`config.mk`:
```
export PLATFORM = sky130hd
export DESIGN_NAME = hls_dataflow_deadlock_monitor
export DESIGN_NICKNAME = d
export VERILOG_FILES = /design/src/rtl/dl_monitor_pkg.sv /design/src/rtl/dl_stable_tracker.sv /design/src/rtl/hls_dataflow_deadlock_monitor.sv
export SDC_FILE = /design/constraint.sdc
export NUM_CORES = 1
export LEC_CHECK = 0
export CAP_MARGIN = 20
export CORE_UTILIZATION = 48
export DETAILED_ROUTE_END_ITERATION = 8
export GPL_TIMING_DRIVEN = 1
export PLACE_DENSITY = 0.85
export SYNTH_ARGS = -nofsm -noshare
export SYNTH_HDL_FRONTEND = slang
export SYNTH_SLANG_ARGS = --single-unit
```
`constraint.sdc`:
```
create_clock -name i_clk -period 2.3 [get_ports i_clk]
set_clock_uncertainty 0.15 [all_clocks]
set_input_delay 0.46 -clock i_clk [delete_from_list [all_inputs] [get_ports i_clk]]
set_output_delay 0.46 -clock i_clk [all_outputs]
set_load 0.1 [all_outputs]
```
`src/rtl/dl_monitor_pkg.sv`:
```
// Shared types and width helpers for the dataflow deadlock monitor.
// Optional member tracking is enabled with DL_MONITOR_MEMBERS_EN.
package dl_monitor_pkg;

  typedef enum logic [1:0] {
    S_IDLE,
    S_WALK,
    S_FOUND
  } dl_state_e;

  function automatic int clog2(input int v);
    int r;
    r = 0;
    for (int i = 0; i < 31; i++)
      if ((1 << i) < v) r = i + 1;
    return r;
  endfunction

  function automatic int idx_w(input int n);
    return (clog2(n) < 1) ? 1 : clog2(n);
  endfunction

endpackage

```
`src/rtl/dl_stable_tracker.sv`:
```
// Input snapshot, change detect, stability and stall counters
// for the dataflow deadlock monitor.
module dl_stable_tracker
  import dl_monitor_pkg::*;
#(
  parameter int N_PROC        = 2,
  parameter int STABLE_CYCLES = 4,
  parameter int TIMEOUT_W     = 16,
  parameter int IDX_W         = 1
) (
  input  logic                    i_clk,
  input  logic                    i_rst_n,
  input  logic                    i_en,
  input  logic [N_PROC-1:0]       i_proc_blk,
  input  logic [N_PROC*IDX_W-1:0] i_proc_wait_idx,
  output logic [N_PROC-1:0]       o_blk_q,
  output logic [N_PROC*IDX_W-1:0] o_wait_q,
  output logic                    o_chg,
  output logic                    o_stable,
  output logic [TIMEOUT_W-1:0]    o_stall_cnt
);

  localparam int SC_W = idx_w(STABLE_CYCLES);
  localparam logic [SC_W-1:0] SC_MAX =
    SC_W'(STABLE_CYCLES - 1);

  logic [N_PROC-1:0]       r_blk_q;
  logic [N_PROC*IDX_W-1:0] r_wait_q;
  logic [SC_W-1:0]         r_stable_cnt;
  logic [TIMEOUT_W-1:0]    r_stall_cnt;
  logic                    w_chg;

  assign w_chg = (i_proc_blk != r_blk_q) ||
                 (i_proc_wait_idx != r_wait_q);

  always_ff @(posedge i_clk or negedge i_rst_n) begin
    if (!i_rst_n) begin
      r_blk_q      <= '0;
      r_wait_q     <= '0;
      r_stable_cnt <= '0;
      r_stall_cnt  <= '0;
    end else begin
      r_blk_q  <= i_proc_blk;
      r_wait_q <= i_proc_wait_idx;
      if (w_chg)
        r_stable_cnt <= '0;
      else if (r_stable_cnt != SC_MAX)
        r_stable_cnt <= r_stable_cnt + 1'b1;
      // stall time only accrues while monitoring
      if (i_en) begin
        if (w_chg || (i_proc_blk == '0))
          r_stall_cnt <= '0;
        else if (r_stall_cnt != '1)
          r_stall_cnt <= r_stall_cnt + 1'b1;
      end
    end
  end

  assign o_blk_q     = r_blk_q;
  assign o_wait_q    = r_wait_q;
  assign o_chg       = w_chg;
  assign o_stable    = (r_stable_cnt == SC_MAX);
  assign o_stall_cnt = r_stall_cnt;

endmodule

```
`src/rtl/hls_dataflow_deadlock_monitor.sv`:
```
// N-process wait-for cycle detector for an HLS dataflow region.
// Define DL_MONITOR_MEMBERS_EN to add the o_dl_members port.
module hls_dataflow_deadlock_monitor
  import dl_monitor_pkg::*;
#(
  parameter int N_PROC        = 2,
  parameter int STABLE_CYCLES = 4,
  parameter int TIMEOUT_W     = 16,
  localparam int IDX_W        = idx_w(N_PROC)
) (
  input  logic                    i_clk,
  input  logic                    i_rst_n,
  input  logic                    i_en,
  input  logic [N_PROC-1:0]       i_proc_blk,
  input  logic [N_PROC*IDX_W-1:0] i_proc_wait_idx,
  input  logic                    i_clear,
  output logic                    o_dl_detect,
  output logic [IDX_W-1:0]        o_dl_origin,
  output logic [IDX_W:0]          o_dl_len,
  output logic [TIMEOUT_W-1:0]    o_stall_cnt,
  output logic                    o_busy
`ifdef DL_MONITOR_MEMBERS_EN
  ,output logic [N_PROC-1:0]      o_dl_members
`endif
);

  localparam int NP2 = 1 << IDX_W;
  localparam logic [IDX_W:0] NP_L = (IDX_W+1)'(N_PROC);
  localparam logic [IDX_W-1:0] LAST = IDX_W'(N_PROC - 1);

  logic [N_PROC-1:0]       w_blk_q;
  logic [N_PROC*IDX_W-1:0] w_wait_q;
  logic                    w_chg;
  logic                    w_stable;
  logic [IDX_W-1:0]        w_wait [NP2];
  logic [NP2-1:0]          w_blk_pad;

  dl_stable_tracker #(
    .N_PROC       (N_PROC),
    .STABLE_CYCLES(STABLE_CYCLES),
    .TIMEOUT_W    (TIMEOUT_W),
    .IDX_W        (IDX_W)
  ) u_trk (
    .i_clk          (i_clk),
    .i_rst_n        (i_rst_n),
    .i_en           (i_en),
    .i_proc_blk     (i_proc_blk),
    .i_proc_wait_idx(i_proc_wait_idx),
    .o_blk_q        (w_blk_q),
    .o_wait_q       (w_wait_q),
    .o_chg          (w_chg),
    .o_stable       (w_stable),
    .o_stall_cnt    (o_stall_cnt)
  );

  // padded to a power of two so any index is safe; an invalid target blocks nothing
  for (genvar g = 0; g < NP2; g++) begin : g_wait
    if (g < N_PROC) begin : g_v
      assign w_wait[g] = w_wait_q[g*IDX_W +: IDX_W];
      assign w_blk_pad[g] = w_blk_q[g] &
        ({1'b0, w_wait[g]} < NP_L);
    end else begin : g_z
      assign w_wait[g]    = '0;
      assign w_blk_pad[g] = 1'b0;
    end
  end

  dl_state_e        r_state;
  logic [IDX_W-1:0] r_origin;
  logic [IDX_W-1:0] r_cur;
  logic [IDX_W:0]   r_hop;
  logic             r_detect;
  logic [IDX_W-1:0] r_dl_origin;
  logic [IDX_W:0]   r_dl_len;

  logic             w_go;
  logic [IDX_W-1:0] w_next;
  logic [IDX_W:0]   w_hop1;
  logic [IDX_W-1:0] w_org_nxt;
  logic             w_walk;
  logic             w_start;
  logic             w_abort;
  logic             w_found;
  logic             w_fail;
  logic             w_step;
  logic             w_rot;

  assign w_go      = i_en & ~w_chg & w_stable;
  assign w_next    = w_wait[r_cur];
  assign w_hop1    = r_hop + 1'b1;
  assign w_org_nxt = (r_origin == LAST) ? '0 : r_origin + 1'b1;
  assign w_walk    = (r_state == S_WALK);
  assign w_start   = (r_state == S_IDLE) & w_go & w_blk_pad[r_origin];
  assign w_abort   = w_walk & (~i_en | w_chg);
  assign w_found   = w_walk & ~w_abort & (w_next == r_origin);
  assign w_fail    = w_walk & ~w_abort & ~w_found &
                     (~w_blk_pad[w_next] | (w_hop1 == NP_L));
  assign w_step    = w_walk & ~w_abort & ~w_found & ~w_fail;
  assign w_rot     = ((r_state == S_IDLE) & w_go &
                      ~w_blk_pad[r_origin]) | w_fail;

  always_ff @(posedge i_clk or negedge i_rst_n) begin
    if (!i_rst_n) begin
      r_state     <= S_IDLE;
      r_origin    <= '0;
      r_cur       <= '0;
      r_hop       <= '0;
      r_detect    <= 1'b0;
      r_dl_origin <= '0;
      r_dl_len    <= '0;
    end else if (i_clear) begin
      r_state     <= S_IDLE;
      r_detect    <= 1'b0;
      r_dl_origin <= '0;
      r_dl_len    <= '0;
    end else begin
      if (w_rot) r_origin <= w_org_nxt;
      unique case (r_state)
        S_IDLE: begin
          if (w_start) begin
            r_state <= S_WALK;
            r_cur   <= r_origin;
            r_hop   <= '0;
          end
        end
        S_WALK: begin
          if (w_abort || w_fail) begin
            r_state <= S_IDLE;
          end else if (w_found) begin
            r_state     <= S_FOUND;
            r_detect    <= 1'b1;
            r_dl_origin <= r_origin;
            r_dl_len    <= w_hop1;
          end else begin
            r_cur <= w_next;
            r_hop <= w_hop1;
          end
        end
        S_FOUND: r_state <= S_FOUND;
        default: r_state <= S_IDLE;
      endcase
    end
  end

  assign o_dl_detect = r_detect;
  assign o_dl_origin = r_dl_origin;
  assign o_dl_len    = r_dl_len;
  assign o_busy      = (r_state != S_IDLE);

`ifdef DL_MONITOR_MEMBERS_EN
  logic [N_PROC-1:0] r_members;

  always_ff @(posedge i_clk or negedge i_rst_n) begin
    if (!i_rst_n)
      r_members <= '0;
    else if (i_clear || w_abort || w_fail)
      r_members <= '0;
    else if (w_start)
      r_members <= N_PROC'(1) << r_origin;
    else if (w_step)
      r_members <= r_members | (N_PROC'(1) << w_next);
  end

  assign o_dl_members = r_members;
`endif

endmodule

```
==> results.tsv <==
metric	value	unit
drive_above_1_share	38.9	%
fin_crit	2.29	ns
crit_path_max_incr_delay	0.48	ns
viasPerCell	5.70	
drv_cap	0	
hold_violations	0	
vias	1670	
r2r_end	r_cur$_DFFE_PN0P_	
grt_pass1_wl	7.58	mm
synthFlopType	dfrtp_1	
yosys_warnings	0	
grt_start_max_net_pins	33	
boundaryPins	29	
gr-max-usage-layer	met2	
wl_per_cell	15.2	µm
period_share	99.4	%
hold_path.class	in2reg	
whs_endpoint	u_trk.o_wait_q[0]$_DFF_PN0_	
drv_slew	0	
synthToLayoutAreaGrowth	39.7	%
rsz0062_at_grt	yes	
max_slew_margin	57.0	%
leakage	1.10	nW
root_buffer	clkbuf_8	
status	finished clean	
worstMarginPinSlew	0.643	ns
dr.pass1.iters	5	
grtUsageMet3	5.84	%
min-delay-start	i_proc_wait_idx[0]	
clk_latency	0.29	ns
ys_seq_area_share	45.2	%
cts_sinks	32	
drt_iter0_drc	104	
die_h	62.7	µm
cts_tree	built	
path_class	reg2reg	
antennaDiodeCount	0	
reg2reg_slack	0.01	ns
htree_levels	2	
syn_area	1770	µm²
fmax	437	MHz
gp_routability_congestion	0.822	
cts_made_buffers	5	
grt_use_met2	39.1	%
routed_wl	4.46	mm
grt_use_total	25.2	%
synthCells	182	
fin_util	71.9	%
finalSetupViolCount	0	
grt_util_met1	32.4	%
cts_max_path_buffers	2	
drcViolationCount	0	
rr_startpoint	r_hop[0]$_DFFE_PN0P_	
crit_chain	ha_4 > nand2b_4 > and3_4 > or4_4 > a211o_4 > mux2_4	
avgSynthCellArea	9.73	µm²
dp_hpwl	3.08	mm
initial_core_util	51.4	%
async_flop_share	100	%
crit_arrival	2.32	ns
required	2.33	ns
slowest_stage	or4_4	
antenna_found_initial	0	
reg2regPathDepth	6	
ant_nets	0	
cts_hold_buf	0	
core	3440	µm²
final_common_cell	buf_4	
synth_nets	193	
std_cell_rows	21	
synth_edf_count	0	
grt_pass1_vias	1670	
ys_ff_latch	32	
p_per_area	500	nW/µm²
end_kind	flop	
path_clk_slew	0.07	ns
die_x	62.7	µm
io_buffer_count	28	
ir_drop	0.000447	V
layout_common_cells	buf_4 (52), nor2_1 (16), dfrtp_1 (16)	
critPathLaunchType	flop	
worstHoldPathCells	1	
path_max_fanout	4	
synth_cell_types	40	
grt-ovfl-total	0	
layout.nets	257	
dieArea	3940	µm²
p_total	1.24	mW
-- routing by layer --
layer / routed length (µm) / vias to the layer above
met4: 121 / 0
met2: 2130 / 64
met3: 242 / 15
met1: 1960 / 798
li1: - / 793
met5: 0 / -
-- cells in the mapped netlist, types with 3 or more instances --
| cell | number | area share (%) |
|---|---|---|
| nor2_1 | 16 | 3.4 |
| nand2b_1 | 5 | 1.8 |
| ha_1 | 3 | 2.1 |
| nand3_1 | 9 | 2.5 |
| a21oi_1 | 12 | 3.4 |
| mux2i_1 | 7 | 4.0 |
| nand2_1 | 13 | 2.8 |
| clkbuf_1 | 3 | 0.64 |
| o31ai_1 | 6 | 2.5 |
| inv_1 | 10 | 2.1 |
| dfrtp_1 | 32 | 45 |
| o21ai_0 | 8 | 2.3 |
| or3_1 | 4 | 1.4 |
| and3_1 | 6 | 2.1 |
| xnor2_2 | 3 | 2.8 |
| nand4_1 | 4 | 1.4 |
| or4_1 | 6 | 2.5 |
| mux2_4 | 3 | 2.5 |
-- through the flow --
stage               TNS, ns  setup WS, ns  hold slack, ns  cells  area [µm²]
floorplan                 0        0.0110          0.0144    182        1790
global placement      -5.78        -0.435           0.316    280        2270
detailed placement    -6.73        -0.515           0.322    280        2270
CTS                  -0.111       -0.0398           0.330    290        2400
global route         -0.179       -0.0374           0.313    293        2470
finish                    0        0.0136           0.293    293        2470
-- area by class of cell --
| class | instances | area [µm²] |
|---|---|---|
| fill | 269 | 968 |
| clock inverter | 2 | 35.0 |
| inverter | 10 | 37.5 |
| timing repair buffer | 60 | 467 |
| clock buffer | 6 | 72.6 |
| sequential | 32 | 826 |
| multi-input combinational | 137 | 978 |
| tap | 46 | 57.6 |
-- cells by family after synthesis --
family          count (synthesis)  synth area share [%]
mux                            10                  6.50
flops                          32                  45.2
compound gates                 36                  12.7
simple gates                   81                  25.9
buf+inv                        13                  2.76
fa+ha+maj                       3                  2.12
xor+xnor                        7                  4.74
-- report_power, final --
group          internal, mW  total (mW)  switching (mW)  leakage [nW]
registers             0.569       0.575         0.00619         0.411
clock network         0.321       0.540           0.219        0.0552
logic                0.0540       0.121          0.0667         0.635
total                 0.944        1.24           0.292          1.10
-- state kept, by name, summed over array words and instances (netlist names), 2 cells and up --
signal	flops
u_trk.o_stall_cnt	16
o_dl_len	2
u_trk.r_stable_cnt	2
r_hop	2
u_trk.o_wait_q	2
u_trk.o_blk_q	2
r_state	2
-- what timing repair did --
item,4_1_cts,5_1_grt
pin swaps,4,5
endpoints found under the setup margin,11,9
resized for setup,7,12
buffers inserted,2,3
-- critical path: cells and delay by family, from the launching register on --
kind	cells	cell delay, ns
AND/OR/NAND/NOR	3	0.77
flip-flops	1	0.41
AO/OA/AOI/OAI	1	0.37
multiplexers	1	0.31
adder cells (fa/ha/maj)	1	0.17
-- worst max-delay path by stage --
stage	to	start	cells past startpoint
finish	r_cur$_DFFE_PN0P_	r_hop[0]$_DFFE_PN0P_	6
global route	u_trk.o_stall_cnt[7]$_DFFE_PN0P_	i_proc_blk[1]	8
CTS	r_cur$_DFFE_PN0P_	r_hop[1]$_DFFE_PN0P_	7
detailed placement	r_cur$_DFFE_PN0P_	i_proc_wait_idx[0]	6
global placement	r_hop[0]$_DFFE_PN0P_	i_en	6
floorplan	r_cur$_DFFE_PN0P_	i_proc_blk[1]	5
Note: power is estimated with default switching activity, not from simulation.
